[src/rtl/xbar_ctrl_issuer.sv]
// Crossbar control issuer: queues routing-config requests and issues each one to
// its target crossbar only after that target's datapath has been quiet long enough.

module xbar_ctrl_issuer_lane #(
  parameter int CONTROL_BIT_WIDTH = 2
) (
  input  logic                         clk,
  input  logic                         reset,
  input  logic                         load,
  input  logic                         clear,
  input  logic [CONTROL_BIT_WIDTH-1:0] word,
  output logic                         val,
  output logic [CONTROL_BIT_WIDTH-1:0] msg
);
  always_ff @(posedge clk) begin
    if (reset) begin
      val <= 1'b0;
      msg <= '0;
    end else if (load) begin
      val <= 1'b1;
      msg <= word;
    end else if (clear) begin
      val <= 1'b0;
      msg <= '0;
    end
  end
endmodule

module xbar_ctrl_issuer #(
  parameter int CONTROL_BIT_WIDTH = 2,
  parameter int N_TARGETS         = 4,
  parameter int TGT_W             = 2,
  parameter int DEPTH             = 4,
  parameter int QUIET_CYCLES      = 2,
  parameter int COUNT_W           = 8
) (
  input  logic                                   clk,
  input  logic                                   reset,
  input  logic [TGT_W+CONTROL_BIT_WIDTH-1:0]     req_msg,
  input  logic                                   req_val,
  output logic                                   req_rdy,
  output logic [N_TARGETS*CONTROL_BIT_WIDTH-1:0] ctrl_msg,
  output logic [N_TARGETS-1:0]                   ctrl_val,
  input  logic [N_TARGETS-1:0]                   ctrl_rdy,
  input  logic [N_TARGETS-1:0]                   tgt_busy,
  output logic [COUNT_W-1:0]                     issued_count,
  output logic                                   err
);
  localparam int MSG_W  = TGT_W + CONTROL_BIT_WIDTH;
  localparam int AW     = $clog2(DEPTH);
  localparam int QW     = $clog2(QUIET_CYCLES + 1);
  localparam int NT_PAD = 1 << TGT_W;

  typedef enum logic [1:0] {IDLE, DRAIN, ISSUE} state_t;

  state_t                 state;
  logic [TGT_W-1:0]       tgt;
  logic [QW-1:0]          qcnt;

  logic [MSG_W-1:0]       mem [DEPTH];
  logic [AW-1:0]          wr_ptr, rd_ptr;
  logic [AW:0]            occ;
  logic                   full, empty, push, pop;

  logic [MSG_W-1:0]             head;
  logic [TGT_W-1:0]             head_tgt;
  logic [CONTROL_BIT_WIDTH-1:0] head_word;
  logic                         head_bad;

  logic [NT_PAD-1:0]      busy_pad, rdy_pad;
  logic                   busy_sel, rdy_sel, quiet_done, issue_load, issue_done;

  // ---------------- request FIFO ----------------
  assign full    = (occ == (AW+1)'(DEPTH));
  assign empty   = (occ == '0);
  assign req_rdy = !full;
  assign push    = req_val && !full;

  assign head      = mem[rd_ptr];
  assign head_tgt  = head[MSG_W-1 -: TGT_W];
  assign head_word = head[CONTROL_BIT_WIDTH-1:0];
  assign head_bad  = ({{(32-TGT_W){1'b0}}, head_tgt} >= 32'(N_TARGETS));

  // Bad heads are dropped from IDLE; good heads leave only on the target handshake.
  assign pop = ((state == IDLE) && !empty && head_bad) || issue_done;

  always_ff @(posedge clk) begin
    if (reset) begin
      wr_ptr <= '0;
      rd_ptr <= '0;
      occ    <= '0;
    end else begin
      if (push) begin
        mem[wr_ptr] <= req_msg;
        wr_ptr      <= wr_ptr + 1'b1;
      end
      if (pop) rd_ptr <= rd_ptr + 1'b1;
      case ({push, pop})
        2'b10:   occ <= occ + 1'b1;
        2'b01:   occ <= occ - 1'b1;
        default: occ <= occ;
      endcase
    end
  end

  // ---------------- target selection ----------------
  // Pad to the full id space so the latched id indexes without width games.
  assign busy_pad = NT_PAD'(tgt_busy);
  assign rdy_pad  = NT_PAD'(ctrl_rdy);
  assign busy_sel = busy_pad[tgt];
  assign rdy_sel  = rdy_pad[tgt];

  assign quiet_done = !busy_sel && (qcnt == QW'(QUIET_CYCLES - 1));
  assign issue_load = (state == DRAIN) && quiet_done;
  assign issue_done = (state == ISSUE) && rdy_sel;

  // ---------------- control FSM ----------------
  always_ff @(posedge clk) begin
    if (reset) begin
      state        <= IDLE;
      tgt          <= '0;
      qcnt         <= '0;
      issued_count <= '0;
      err          <= 1'b0;
    end else begin
      case (state)
        IDLE: begin
          if (!empty) begin
            if (head_bad) begin
              err <= 1'b1;
            end else begin
              tgt   <= head_tgt;
              qcnt  <= '0;
              state <= DRAIN;
            end
          end
        end
        DRAIN: begin
          if (busy_sel) begin
            qcnt <= '0;
          end else if (quiet_done) begin
            qcnt  <= '0;
            state <= ISSUE;
          end else begin
            qcnt <= qcnt + 1'b1;
          end
        end
        ISSUE: begin
          if (rdy_sel) begin
            issued_count <= issued_count + 1'b1;
            state        <= IDLE;
          end
        end
        default: state <= IDLE;
      endcase
    end
  end

  // ---------------- per-target output registers ----------------
  for (genvar i = 0; i < N_TARGETS; i++) begin : g_lane
    xbar_ctrl_issuer_lane #(
      .CONTROL_BIT_WIDTH(CONTROL_BIT_WIDTH)
    ) u_lane (
      .clk   (clk),
      .reset (reset),
      .load  (issue_load && (tgt == TGT_W'(i))),
      .clear (issue_done),
      .word  (head_word),
      .val   (ctrl_val[i]),
      .msg   (ctrl_msg[i*CONTROL_BIT_WIDTH +: CONTROL_BIT_WIDTH])
    );
  end
endmodule

[config.mk]
export PLATFORM = sky130hd
export DESIGN_NAME = xbar_ctrl_issuer
export DESIGN_NICKNAME = d
export VERILOG_FILES = /design/src/rtl/xbar_ctrl_issuer.sv
export SDC_FILE = /design/constraint.sdc
export NUM_CORES = 1
export LEC_CHECK = 0
export ABC_AREA = 1
export CORE_MARGIN = 10
export CORE_UTILIZATION = 35
export DETAILED_ROUTE_END_ITERATION = 8
export GPL_TIMING_DRIVEN = 0
export PLACE_DENSITY = 0.6
export RECOVER_POWER = 50
export REMOVE_ABC_BUFFERS = 1
export SYNTH_ARGS = -nofsm -noshare
export SYNTH_HDL_FRONTEND = slang
export SYNTH_SLANG_ARGS = --single-unit
export TNS_END_PERCENT = 10
[constraint.sdc]
create_clock -name clk -period 2.6 [get_ports clk]
set_input_delay 0.52 -clock clk [delete_from_list [all_inputs] [get_ports clk]]
set_output_delay 0.52 -clock clk [all_outputs]
set_load 0.05 [all_outputs]
==> qor.csv <==
stage,metric,value,unit
status,status,"complete, no violations",
clock_tree,root buffer cell,clkbuf_8,
job,Max-Cap Viols,0,
clock_tree,CTS Buf Count,5,
clock_tree,H-tree level count,2,
placement,hpwl dp,3.57,mm
floorplanning,I/O Pins,37,
sta,Fin Hold WS,445,ps
routing,Iter 0 DRT Violations,64,
synth,synthesized area per cell,8.74,um^2
sta,setup violators final,0,
global_route,GRT Util Overall,9.89,%
sta,final worst-path cycle share,94.0,%
routing,Vias,1831,
global_route,grt total ovfl,0,
routing,antenna-violating nets left,0,
clock_tree,"Reg clk slew, reported paths",90,ps
routing,WL final,4.87,mm
sta,Max transition margin,38.6,%
floorplanning,die height,102,um
power,Cell Pwr Density,574,nW/um^2
floorplanning,Die ar.,10400,um^2
sta,final hold violation count,0,
final_layout,share of cells above drive strength 1,7.02,%
clock_tree,Sink Count,51,
global_route,largest net degree at the start of global routing,28,
final_layout,Final #Nets,320,
power,peak supply drop,305,uV
global_route,first-pass GRT wire length,8.33,mm
synth,synth warn,0,
floorplanning,CORE AREA,6460,um^2
power,Pwr Total,0.00162,W
sta,Tmin final,2440,ps
synth,#FFs+latches synth,51,
synth,library cells used by synthesis,34,
floorplanning,FP Rows,29,
routing,vias per std cell,4.87,
setup_path,critical path startpoint category,input pin,
floorplanning,Chip Width,102,um
global_route,number of global-route vias before repair,1704,
setup_path,Crit Path Max Fanout,27,
clock_tree,Clock Path Buffers,2,
sta,Slew @ Worst Pin,919,ps
clock_tree,TritonCTS clock tree,built,
routing,WL per Instance,13.0,um
synth,"Seq/Total Area, Yosys",50.0,%
final_layout,final cell count without fillers,376,
worst_hold_path,Tightest Hold Check Type,reg2reg,
power,Pleak,1.03,nW
sta,RSZ-0062 raised after global routing,yes,
setup_path,critical path endpoint category,register,
floorplanning,Initial Util,36.6,%
sta,Max Clock Freq,409,MHz
clock_tree,post-CTS setup buffers,0,
final_layout,area grow syn2layout,19.8,%
setup_path,worst path arrival time,2630,ps
global_route,initial antenna violation count,0,
placement,dpl cells,368,
setup_path,WP data required,2780,ps
placement,routability cong.,0.751,
routing,drt drc,0,
placement,IO buf count,35,
synth,Syn Inst Count,270,
final_layout,diode count,0,
setup_path,FF-to-FF setup slack,260,ps
setup_path,Setup CP Type,in2reg,
routing,Pre-antenna DRT Iters,4,
clock_tree,Skew-Pair Late Insertion Delay,310,ps
sta,fin. max-slew vios,0,
synth,synthesized cell area,2360,um^2
sta,final clock skew,17.0,ps
==> cell type report <==
| cell class | count | area (um^2) |
|---|---|---|
| Timing Repair Buffer | 35 | 350 |
| Clock inverter | 3 | 43.8 |
| Multi-Input combinational cell | 179 | 985 |
| Fill cell | 654 | 3630 |
| Clock buffer | 5 | 68.8 |
| Sequential cell | 51 | 1180 |
| Tap cell | 77 | 96.3 |
| Inverter | 26 | 100 |
==> Yosys cell counts <==
cell      instances  area share, %
a21oi_1          29            6.1
a211oi_1          2           0.64
conb_1            1           0.16
o211ai_1          1           0.32
xnor2_1           3            1.1
buf_1             1           0.16
inv_4             1           0.27
buf_2             1           0.21
nand2_1          40            6.4
nand3_2           2           0.85
dfxtp_1          35             30
nor2_8            1           0.85
nor3_2            1           0.42
clkbuf_2          1           0.21
xor2_1            3            1.1
nor3_1            3           0.64
inv_1            23            3.7
fa_1              1           0.85
nor2_1           29            4.6
nand2_4           1           0.48
ha_1              6            3.2
nand2_2           1           0.27
clkbuf_1          2           0.32
buf_4             5            1.6
inv_2             2           0.32
nand4_1          12            3.2
nand3_1          18            3.8
nand4_4           1           0.90
edfxtp_1         16             20
nor2_4            1           0.48
nand3b_1          1           0.32
o21ai_1           4           0.85
o21ai_0          18            3.8
buf_6             4            1.9
==> worst max-delay path, stage by stage <==
cell	delay [ps]
clkdlybuf4s50_1	400
nand3_1	130
nand4_4	150
nand2_8	190
inv_2	120
ha_1	240
fa_1	390
a21oi_1	140
o21ai_0	120
o21ai_0	160
a21oi_1	60
==> cell families (layout without fill, tap and decap cells) <==
logic type / count (synthesis) / after routing / synth area share, %
compound gates: 54 / 54 / 11.8
xor+xnor: 6 / 6 / 2.23
fa+ha+maj: 7 / 7 / 4.03
buf+inv: 40 / 69 / 8.64
flops: 51 / 51 / 50.0
other cells: 1 / 1 / 0.159
simple gates: 111 / 111 / 23.2
==> worst paths after layout <==
path / depth (start not counted) / start / to
worst max-delay path: 11 / ctrl_rdy[3] / occ[2]
worst min-delay path: 2 / qcnt[1] / qcnt[1]
worst max register to register: 11 / tgt[1] / occ[2]
worst min register to register: 2 / qcnt[1] / qcnt[1]
==> cells in the final DEF (no fill, tap or decap), types with 3 or more instances in the layout <==
cell type / instances
a21oi_1: 29
clkbuf_8: 5
clkdlybuf4s50_1: 30
dfxtp_1: 33
dlygate4sd3_1: 5
edfxtp_1: 16
ha_1: 6
inv_1: 23
nand2_1: 40
nand3_1: 18
nand4_1: 12
nor2_1: 29
nor3_1: 3
o21ai_0: 19
o21ai_1: 3
xnor2_1: 3
xor2_1: 3
==> report_power, final <==
part           internal (W)  total (W)  leakage [nW]  switching, W
clock              0.000287   0.000552        0.0581      0.000266
sequential         0.000845   0.000871         0.430     0.0000260
combinational     0.0000683   0.000200         0.545      0.000132
total               0.00120    0.00162          1.03      0.000423
==> per-layer routing <==
| metal | part of all wire (%) | up-vias | GRT usage (%) |
|---|---|---|---|
| met1 | 47 | 824 | 12.6 |
| met3 | 6.3 | 4 | 3.24 |
| met5 | 0 | - | 0 |
| met4 | 1.5 | 0 | 4.23 |
| li1 | - | 961 | - |
| met2 | 45 | 42 | 15.0 |
==> sequential cells by signal, summed over array words and instances (netlist names), 3 cells and up, named ones only <==
register and cells:
g_lane.u_lane.msg 8, issued_count 8, mem 16, occ 3
g_lane.u_lane.val 4
==> metrics by stage <==
step                TNS, ps  instance area [um^2]  setup WS (ps)  utilization, %
global placement      -2860                  2700           -221            41.9
global route           -139                  2830          -53.3            43.8
finish                    0                  2830            156            43.8
floorplan                 0                  2260            386               -
detailed placement    -3600                  2700           -265            41.9
CTS                       0                  2820           5.01            43.6
==> what timing repair did <==
action | 4_1_cts | 5_1_grt
pin swaps | 0 | 0
hold buffers | 0 | 0
gates resized for setup | 1 | 3
endpoints found under the setup margin | 1 | 17
No activity file was read; power rests on OpenSTA's default activity.
